[src/rtl/seq_mult_unit.sv]
// seq_mult_unit
// Parametrised multi-cycle multiplier: one shift-add (unsigned) or radix-2
// Booth (signed) iteration per clock, WIDTH iterations per product.
//
// Ports:
//   clk          - clock, all state changes on the rising edge
//   reset        - synchronous active-high reset
//   run          - start request, sampled only in IDLE or DONE
//   signed_mode  - 1: two's-complement operands/product, 0: unsigned (latched at start)
//   multiplicand - operand M (latched at start)
//   multiplier   - operand Q (latched at start)
//   busy         - iterations in progress
//   ready        - product holds a completed result
//   product      - 2*WIDTH-bit result register, updated only on completion
module seq_mult_unit #(
  parameter int unsigned WIDTH = 32
) (
  input  logic               clk,
  input  logic               reset,
  input  logic               run,
  input  logic               signed_mode,
  input  logic [WIDTH-1:0]   multiplicand,
  input  logic [WIDTH-1:0]   multiplier,
  output logic               busy,
  output logic               ready,
  output logic [2*WIDTH-1:0] product
);

  localparam int unsigned CNT_W = $clog2(WIDTH) + 1;

  typedef enum logic [1:0] {
    IDLE,
    BUSY,
    DONE
  } state_t;

  state_t             state, state_nx;
  logic [WIDTH-1:0]   m_reg;
  logic [WIDTH-1:0]   q_reg, q_nx;
  logic [WIDTH:0]     a_reg, a_nx;
  logic [WIDTH:0]     m_ext, sum;
  logic               mode_reg;
  logic               qm1, qm1_nx;
  logic [CNT_W-1:0]   cnt;
  logic               start, last;

  // One iteration of the datapath. The accumulator is one bit wider than the
  // operands so that the add never overflows (unsigned carry) and so that
  // -2^(W-1) * -2^(W-1) keeps its correct sign during Booth subtraction.
  always_comb begin
    m_ext  = mode_reg ? {m_reg[WIDTH-1], m_reg} : {1'b0, m_reg};
    sum    = a_reg;
    if (mode_reg) begin
      case ({q_reg[0], qm1})
        2'b01:   sum = a_reg + m_ext;
        2'b10:   sum = a_reg - m_ext;
        default: sum = a_reg;
      endcase
    end else if (q_reg[0]) begin
      sum = a_reg + m_ext;
    end
    // Signed mode shifts arithmetically (A[WIDTH] replicated), unsigned logically.
    a_nx   = {(mode_reg & sum[WIDTH]), sum[WIDTH:1]};
    q_nx   = {sum[0], q_reg[WIDTH-1:1]};
    qm1_nx = q_reg[0];
  end

  // Next-state and control decode.
  always_comb begin
    state_nx = state;
    start    = 1'b0;
    last     = (cnt == CNT_W'(WIDTH - 1));
    case (state)
      IDLE: begin
        if (run) begin
          start    = 1'b1;
          state_nx = BUSY;
        end
      end
      BUSY: begin
        if (last) state_nx = DONE;
      end
      DONE: begin
        if (run) begin
          start    = 1'b1;
          state_nx = BUSY;
        end
      end
      default: state_nx = IDLE;
    endcase
  end

  always_comb begin
    busy  = (state == BUSY);
    ready = (state == DONE);
  end

  always_ff @(posedge clk) begin
    if (reset) state <= IDLE;
    else       state <= state_nx;
  end

  always_ff @(posedge clk) begin
    if (reset) begin
      m_reg    <= '0;
      q_reg    <= '0;
      a_reg    <= '0;
      mode_reg <= 1'b0;
      qm1      <= 1'b0;
      cnt      <= '0;
      product  <= '0;
    end else if (start) begin
      m_reg    <= multiplicand;
      q_reg    <= multiplier;
      a_reg    <= '0;
      mode_reg <= signed_mode;
      qm1      <= 1'b0;
      cnt      <= '0;
    end else if (state == BUSY) begin
      a_reg <= a_nx;
      q_reg <= q_nx;
      qm1   <= qm1_nx;
      cnt   <= cnt + CNT_W'(1);
      if (last) product <= {a_nx[WIDTH-1:0], q_nx};
    end
  end

endmodule

[config.mk]
export PLATFORM = sky130hd
export DESIGN_NAME = seq_mult_unit
export DESIGN_NICKNAME = d
export VERILOG_FILES = /design/src/rtl/seq_mult_unit.sv
export SDC_FILE = /design/constraint.sdc
export NUM_CORES = 1
export LEC_CHECK = 0
export CAP_MARGIN = 20
export CELL_PAD_IN_SITES_DETAIL_PLACEMENT = 0
export CELL_PAD_IN_SITES_GLOBAL_PLACEMENT = 2
export CORE_MARGIN = 3
export CORE_UTILIZATION = 33
export CTS_CLUSTER_SIZE = 28
export DETAILED_ROUTE_END_ITERATION = 7
export GPL_TIMING_DRIVEN = 0
export PLACE_DENSITY = 0.82
export SLEW_MARGIN = 15
export SYNTH_ARGS = -nofsm -noshare
export SYNTH_HDL_FRONTEND = slang
export SYNTH_SLANG_ARGS = --single-unit
[constraint.sdc]
create_clock -name clk -period 3.8 [get_ports clk]
set_input_delay 0.76 -clock clk [delete_from_list [all_inputs] [get_ports clk]]
set_output_delay 0.76 -clock clk [all_outputs]
set_load 0.01 [all_outputs]
==> results.sh, run 1 <==
export IMPL_status="complete, no violations"
export IMPL_finalMaxSlewViolations=0
export IMPL_startpoint="state[0]"
export IMPL_path_max_fanout=10
export IMPL_core_um2=34600
export IMPL_leakage_nw=5.19
export IMPL_worstPathRequired_ns=3.04
export IMPL_clk_path_buf_depth=2
export IMPL_placed_area_um2=13500
export IMPL_largest_register_ffs=64
export IMPL_routabilityCongestion=0.934
export IMPL_start_util_pct=33.5
export IMPL_period_minus_slack_ns=3.75
export IMPL_rsz0062_at_grt="false"
export IMPL_synth_area_um2=11600
export IMPL_rows=68
export IMPL_grt_busiest_layer="met2"
export IMPL_max_slew_margin_pct=37.9
export IMPL_crit_path_end="busy"
export IMPL_die_h_um=194
export IMPL_synth_edf_count=0
export IMPL_dpl_hpwl_um=37800
export IMPL_dr_pass1_iters=6
export IMPL_clock_sink_count=171
export IMPL_grt_usage_pct=25.5
export IMPL_final_nets=1852
export IMPL_clk_latency_ns=0.45
export IMPL_yosys_cell_types_count=94
export IMPL_hold_violations=0
export IMPL_ys_warn_count=0
export IMPL_drc=0
export IMPL_io_pins=134
export IMPL_use_met2_pct=41.6
export IMPL_timing_hold_ws_ns=0.455
export IMPL_ys_flop_type="dfxtp_1"
export IMPL_cap_violations=0
export IMPL_first_iter_violations=993
export IMPL_path_clk_slew_ns=0.07
export IMPL_via_per_inst=5.72
export IMPL_cts_buffers=17
export IMPL_netlist_area_leader_share_pct=29.5
export IMPL_cts_tree="built"
export IMPL_htree_levels=4
export IMPL_die_area_um2=37500
export IMPL_cellPowerDensity_nw_per_um2=367
export IMPL_cts_root_buf="clkbuf_16"
export IMPL_routed_via_count=12486
export IMPL_reg2regPathDepth=11
export IMPL_grt_pass1_wl_um=74800
export IMPL_drt_wirelength_per_cell_um=22.7
export IMPL_fin_crit_sh_pct=98.6
export IMPL_drtAntennaViolNets=0
export IMPL_worstPathArrival_ns=2.99
export IMPL_met3_usage_pct=3.57
export IMPL_reg2reg_slack_ns=0.25
export IMPL_synth_area_leader_cell="dfxtp_1"
export IMPL_io_buffers=132
export IMPL_netlist_instances=1563
export IMPL_antenna_found_initial=0
export IMPL_grt_pass1_vias=12000
export IMPL_dieWidth_um=194
export IMPL_drive_above_1_share_pct=6.31
export IMPL_ir_worst_vdd_v=0.000342
export IMPL_critPathKind="register to primary output"
export IMPL_area_growth_pct=22.0
export IMPL_reg2reg_from="a_reg[17]"
export IMPL_seq_area_frac_synth_pct=29.5
export IMPL_hold_path_class="register to register"
export IMPL_crit_path_end_kind="primary output"
export IMPL_grt_max_degree=18
export IMPL_setup_ws_ns=0.0523
export IMPL_antenna_cells=0
export IMPL_synth_seq_cells=171
export IMPL_final_setup_viol_count=0
export IMPL_place_ws_ns=0.117
export IMPL_final_setup_skew_ns=0.0141
export IMPL_critPathLaunchType="register"
export IMPL_syn_area_per_cell_um2=7.43
export IMPL_wl_um=49600
export IMPL_synth_nets=1700
export IMPL_max_freq_mhz=267
export IMPL_overflow=0
export IMPL_finalInstanceArea_um2=14200
export IMPL_grt_use_met1_pct=35.8
export IMPL_finalSetupTns_ns=0
export IMPL_synthArstFlopShare_pct=0
export IMPL_n_fill_cell=3651
export IMPL_worstReg2RegEnd="product[57]"
export IMPL_worst_pin_slew_ns=0.932
export IMPL_yosys_top_cells_area="dfxtp_1, a21oi_1, nand2_1"
## per-stage QoR
step                cells  total power [mW]  util, %
finish               2183              5.20     40.9
global route         2183              5.43     40.9
CTS                  2183              5.21     40.8
detailed placement   2151              3.29     39.0
global placement     2150              3.29     39.0
floorplan            1563              2.81        -
## cell usage in the layout, fill, tap and decap left out, types with 7 or more instances in the layout
cell type          n
o21ai_1           12
clkbuf_1          76
a21oi_1          211
and3_1            10
o21a_1             8
nor4_1             9
o21ai_0           62
ha_1              67
a21o_1            13
nand4_1           12
nor2b_1           14
a31oi_1            9
nand2b_1          14
o31ai_1           12
clkbuf_16         17
o21bai_1          13
dfxtp_1          171
buf_2             19
mux2i_1            9
a22oi_1           35
a211oi_1          46
inv_1             67
o211ai_1          15
nor3_1            26
clkdlybuf4s50_1  132
a2111oi_0          9
nor2_1           142
buf_1              9
xnor2_1           33
nand2_1          246
nand3_1           30
a221oi_1           7
## final cells by class
type                    count  area (um2)  share of cell area (%)
inverters                  73         274                    1.94
well taps                 455         569                    4.02
clock buffers              19         443                    3.13
plain buffers             109         459                    3.24
flip-flops and latches    171        3420                    24.2
multi-input cells        1209        7470                    52.8
clock inverters            13         178                    1.25
repair buffers            134        1340                    9.46
## synth_stat cells, types with 6 or more instances
cell type / instances
a31oi_1: 9
a22oi_1: 35
a21o_1: 13
o31a_1: 6
o21ai_0: 62
nand3_1: 30
o211ai_1: 15
a2111oi_0: 10
inv_2: 6
and3_1: 10
nand2_1: 246
nor2b_1: 14
nand4_1: 12
a211o_1: 6
nand2b_1: 14
or3_1: 6
nor2_1: 142
nor4_1: 10
inv_1: 67
clkbuf_1: 76
o31ai_1: 12
o221ai_1: 6
a21oi_1: 211
ha_1: 67
mux2i_1: 9
o21bai_1: 13
o21ai_1: 12
o21a_1: 8
a221oi_1: 8
xnor2_1: 33
dfxtp_1: 171
a211oi_1: 46
nor3_1: 27
buf_1: 9
buf_2: 19
## power breakdown
part           switching [mW]  internal [mW]
Clock                   0.897           1.02
Combinational           0.885          0.464
Sequential             0.0754           1.86
Total                    1.86           3.34
## worst min-delay path by stage
stage	start	end	slack, ns	cells past startpoint
floorplan	q_reg[31]	product[30]	0.45	2
global placement	product[18]	product[18]	0.44	2
detailed placement	product[15]	product[15]	0.45	2
CTS	product[15]	product[15]	0.46	2
global route	product[22]	product[22]	0.48	2
finish	product[11]	product[11]	0.46	2
## layer usage
metal	up-vias	part of all wire [%]
li1	5923	-
met1	6091	46
met2	427	46
met3	45	5.6
met4	0	1.9
met5	-	0
## worst max-delay path: stages (launching register included)
cell,delay (ns)
dfxtp_1,0.37
nand2b_1,0.13
inv_2,0.19
clkbuf_1,0.47
clkbuf_1,0.70
clkdlybuf4s50_1,0.68
## cell families (layout without fill, tap and decap cells)
kind of cell / Yosys count / count (layout) / share of synthesized area, %
AOI/OAI and AO/OA: 553 / 553 / 32.0
xor gates and xnor gates: 36 / 36 / 2.72
adders and majority gates: 69 / 69 / 7.57
buffers and inverters: 183 / 348 / 6.35
DFF: 171 / 171 / 29.5
muxes: 10 / 10 / 0.873
and+or+nand+nor: 541 / 541 / 21.0
## timing repair
item                                    4_1_cts  5_1_grt
hold buffers                                  0        0
endpoints found under the setup margin        0        6
resized for setup                             0        4
buffers inserted                              0        1
Power figures use the tool's default switching activity.
==> run 2: changes to the inputs <==
- SLEW_MARGIN: 15 -> 20
==> results of run 2 <==
The final DEF is identical to that of run 1; final timing and power are the same.
